### src/rtl/multiplier_seq.sv
// Iterative shift-add unsigned multiplier: one partial product per clock.
// Start/busy/done handshake; the product is registered and held between operations.
// Optional build macro EARLY_TERM_EN: finish as soon as no multiplier bits remain set.
module multiplier_seq #(
  parameter int unsigned WIDTH = 16,
  localparam int unsigned CNT_W = $clog2(WIDTH + 1)
) (
  input  logic               clk,
  input  logic               rst_n,
  input  logic               start,
  input  logic [WIDTH-1:0]   a,
  input  logic [WIDTH-1:0]   b,
  output logic               busy,
  output logic               done,
  output logic [2*WIDTH-1:0] m,
  output logic               rout
);

  typedef enum logic {StIdle, StRun} state_e;

  state_e             state_q, state_d;
  logic [2*WIDTH-1:0] acc_q, acc_d;
  logic [2*WIDTH-1:0] mcand_q, mcand_d;
  logic [WIDTH-1:0]   mplier_q, mplier_d;
  logic [CNT_W-1:0]   cnt_q, cnt_d;
  logic [2*WIDTH-1:0] m_q, m_d;
  logic               done_q, done_d;

  logic [2*WIDTH-1:0] sum;
  logic               last;

  // Accumulator plus the current partial product; 2W bits always suffice.
  assign sum = acc_q + (mplier_q[0] ? mcand_q : '0);

`ifdef EARLY_TERM_EN
  // Stop once the bits still to be shifted in are all zero.
  assign last = (cnt_q == CNT_W'(WIDTH - 1)) || (mplier_q[WIDTH-1:1] == '0);
`else
  assign last = (cnt_q == CNT_W'(WIDTH - 1));
`endif

  // Next-state, datapath update and termination.
  always_comb begin
    state_d  = state_q;
    acc_d    = acc_q;
    mcand_d  = mcand_q;
    mplier_d = mplier_q;
    cnt_d    = cnt_q;
    m_d      = m_q;
    done_d   = 1'b0;
    unique case (state_q)
      StIdle: begin
        if (start) begin
          acc_d    = '0;
          mcand_d  = {{WIDTH{1'b0}}, b};
          mplier_d = a;
          cnt_d    = '0;
          state_d  = StRun;
        end
      end
      StRun: begin
        acc_d    = sum;
        mcand_d  = mcand_q << 1;
        mplier_d = mplier_q >> 1;
        cnt_d    = cnt_q + CNT_W'(1);
        if (last) begin
          m_d     = sum;
          done_d  = 1'b1;
          state_d = StIdle;
        end
      end
      default: state_d = StIdle;
    endcase
  end

  // State and datapath registers; reset discards any in-flight operation.
  always_ff @(posedge clk or negedge rst_n) begin
    if (!rst_n) begin
      state_q  <= StIdle;
      acc_q    <= '0;
      mcand_q  <= '0;
      mplier_q <= '0;
      cnt_q    <= '0;
      m_q      <= '0;
      done_q   <= 1'b0;
    end else begin
      state_q  <= state_d;
      acc_q    <= acc_d;
      mcand_q  <= mcand_d;
      mplier_q <= mplier_d;
      cnt_q    <= cnt_d;
      m_q      <= m_d;
      done_q   <= done_d;
    end
  end

  assign busy = (state_q == StRun);
  assign done = done_q;
  assign m    = m_q;
  assign rout = m_q[2*WIDTH-1];

endmodule

### config.mk
export PLATFORM = sky130hd
export DESIGN_NAME = multiplier_seq
export DESIGN_NICKNAME = d
export VERILOG_FILES = /design/src/rtl/multiplier_seq.sv
export SDC_FILE = /design/constraint.sdc
export NUM_CORES = 1
export LEC_CHECK = 0
export ABC_AREA = 1
export BUFFER_PORTS_ARGS = -buffer_cell sky130_fd_sc_hd__buf_2
export CORE_MARGIN = 2
export CORE_UTILIZATION = 55
export CTS_BUF_LIST = sky130_fd_sc_hd__clkbuf_2 sky130_fd_sc_hd__clkbuf_4 sky130_fd_sc_hd__clkbuf_8
export DETAILED_ROUTE_END_ITERATION = 8
export PLACE_DENSITY = 0.81
export SLEW_MARGIN = 5
export SYNTH_ARGS = -nofsm -noshare
export SYNTH_HDL_FRONTEND = slang
export SYNTH_SLANG_ARGS = --single-unit
### constraint.sdc
create_clock -name clk -period 2.9 [get_ports clk]
set_input_delay 0.29 -clock clk [delete_from_list [all_inputs] [get_ports clk]]
set_output_delay 0.29 -clock clk [all_outputs]
set_load 0.02 [all_outputs]
==> impl_metrics.ini <==
[yosys]
syn_nets = 1084
avgSynthCellArea_um2 = 7.09
synth_flop_cell = dfrtp_1
netlist_instances = 1015
synth.top_cell.area_share_pct = 41.4
yosysWarningCount = 0
netlist-cell-type-count = 32
netlist_area_um2 = 7200
yosysTopAreaCell = dfrtp_1
synth_most_common_cell = nand2_1
synth_edf_count = 0
synthTopCellsByCount = 403 x nand2_1, 177 x inv_1, 119 x dfrtp_1
ys_seq_area_share_pct = 41.4
synthArstFlopShare_pct = 100
synth_seq_cells = 119
yosys-top-cells-area = dfrtp_1 41%, nand2_1 21%, inv_1 9.2%

[global_routing]
grt-ovfl-total = 0
grt_pass1_wl_mm = 29.1
first_global_vias = 6179
grtUsageTotal_pct = 25.8
antenna_found_initial = 0
grt_max_degree = 56

[setup_path]
critPathArrivalTime_ps = 2870
cp-start-kind = register
r2r_setup_slack_ps = 420
r2r_end = m[24]
worstPathRequired_ps = 3290
critPathKind = register to register
regToRegStartpoint = mplier_q[0]
worst_r2r_path_depth = 13
cp-end-kind = register
cp-startpoint = mplier_q[0]
path_max_fanout = 16
cp-endpoint = m[24]

[clock_network]
htree_levels = 4
cts_buffers = 17
clk_latency_ps = 450
cts_tree = done
cts_root_buf = clkbuf_8
clock_sinks = 119
post_cts_resized = 0
clockBufferDepth = 2
clkTransAtPathRegs_ps = 70

[routing]
wl_per_cell_um = 13.3
dr_total_vias = 6497
drc = 0
drt_iter0_markers = 434
routed_wl_mm = 16.8
postRouteAntennaNets = 0
dr.pass1.iters = 5
viasPerCell = 5.13

[placement]
io_buffers = 69
gp_congestion = 1.01
dp_hpwl_mm = 12.5

[sta]
fin_worst_skew_ps = 11.6
holdWs_ps = 41.9
tightest_slew_ps = 957
hold_viol = 0
fin_crit_ps = 2480
fin_tns_setup_ps = 0
post-route-period-util_pct = 85.6
fmax_mhz = 403
relSlewSlack_pct = 36.1
drv_slew = 0
rsz0062_at_grt = false
finalSetupViolations = 0

[die]
dieWidth_um = 118
initial_core_util_pct = 56.6
die_h_um = 118
io_pins = 70
floorplan.die_area_um2 = 14000
coreArea_um2 = 12700
rows = 41

[finish]
drive_gt1_share_pct = 12.5
utilization_pct = 64.1
antennaDiodeCount = 0
multi_input_area_um2 = 3410
nets = 1150
syn_to_final_growth_pct = 13.2
n_fill_cell = 1187
ff_latch_area_um2 = 2980

[power]
p_leak_nw = 4.80
p_per_area_nw_per_um2 = 938
peakVddDrop_uv = 442

[outcome]
status = complete, no violations

[hold_path]
holdPathStages = 3
min_path_type = primary input to register

[run]
cap_violations = 0
## cells in the final DEF (no fill, tap or decap), drive strengths merged, types with 4 or more instances in the layout
cell type | Yosys | final
o221ai | 13 | 13
clkinv | 0 | 5
ha | 33 | 33
a22oi | 16 | 16
nand2 | 415 | 415
clkbuf | 20 | 20
xnor2 | 11 | 11
nor2 | 41 | 41
o21ai | 32 | 32
nand3b | 5 | 5
dfrtp | 119 | 119
buf | 11 | 77
inv | 180 | 182
o22ai | 16 | 16
a21oi | 20 | 20
nand3 | 63 | 63
bufinv | 0 | 4
nand4 | 4 | 4
xor2 | 4 | 4
## sequential cells by signal (all words and copies together) (netlist names)
| signal | cells |
|---|---|
| m | 32 |
| cnt_q | 5 |
| mplier_q | 16 |
| busy | 1 |
| done | 1 |
| acc_q | 32 |
| mcand_q | 32 |
## critical path, cell delays in order, from the launching register on
cell	delay, ps
dfrtp_1	540
nand2_1	120
inv_1	50
ha_1	210
fa_1	470
nand3_1	110
nand3_1	180
nand2_1	110
nand2_1	110
nand3_1	130
nand3_1	90
nand2_1	90
nand3_1	100
nand2_1	100
## report_power, final
| group | internal (mW) | total, mW | switching (mW) |
|---|---|---|---|
| clock network | 0.978 | 1.67 | 0.688 |
| logic | 1.11 | 3.20 | 2.08 |
| registers | 2.34 | 2.78 | 0.441 |
| total | 4.43 | 7.64 | 3.21 |
## layer usage
| layer | wire length, um | part of all wire, % | track usage, % |
|---|---|---|---|
| met1 | 8110 | 48 | 36.8 |
| met2 | 7390 | 44 | 39.0 |
| met3 | 940 | 5.6 | 4.83 |
| met4 | 367 | 2.2 | 10.3 |
| met5 | 0 | 0 | 0 |
## per-stage QoR
step / power (mW) / area, um^2 / instances / setup WS (ps)
after CTS: 7.66 / 8150 / 1266 / 442
after detailed placement: 5.98 / 7700 / 1233 / 461
final: 7.64 / 8150 / 1266 / 419
after global routing: 8.28 / 8150 / 1266 / 199
after global placement: 5.88 / 7700 / 1233 / 496
after floorplan: 5.09 / 7200 / 1015 / 831
## how the worst min path moves through the flow
stage | end | slack [ps] | startpoint
global placement | mcand_q[4] | 240 | rst_n
global route | mcand_q[5] | 30 | b[5]
detailed placement | mcand_q[4] | 240 | rst_n
CTS | mcand_q[14] | 20 | b[14]
floorplan | acc_q[0] | -6 | rst_n
finish | mcand_q[6] | 40 | b[6]
## layout make-up
type	instances	area share, %
Clock buffer	20	3.22
Clock inverter	12	2.13
Inverter	180	8.29
Multi-Input combinational cell	685	41.9
Sequential cell	119	36.5
Tap cell	172	2.64
Timing Repair Buffer	78	5.28
## logic make-up (layout without fill, tap and decap cells)
kind of cell / count (synthesis) / count (layout) / synth area share (%)
and+or+nand+nor: 532 / 532 / 30.5
AOI/OAI and AO/OA: 104 / 104 / 9.02
buffers and inverters: 211 / 290 / 11.3
adders and majority gates: 34 / 34 / 6.01
DFF: 119 / 119 / 41.4
xor gates and xnor gates: 15 / 15 / 1.83
## timing repair
action                    4_1_cts  5_1_grt
setup buffers                   0        0
hold buffers                    1        0
hold endpoints to repair       29        0
Power figures use the tool's default switching activity.
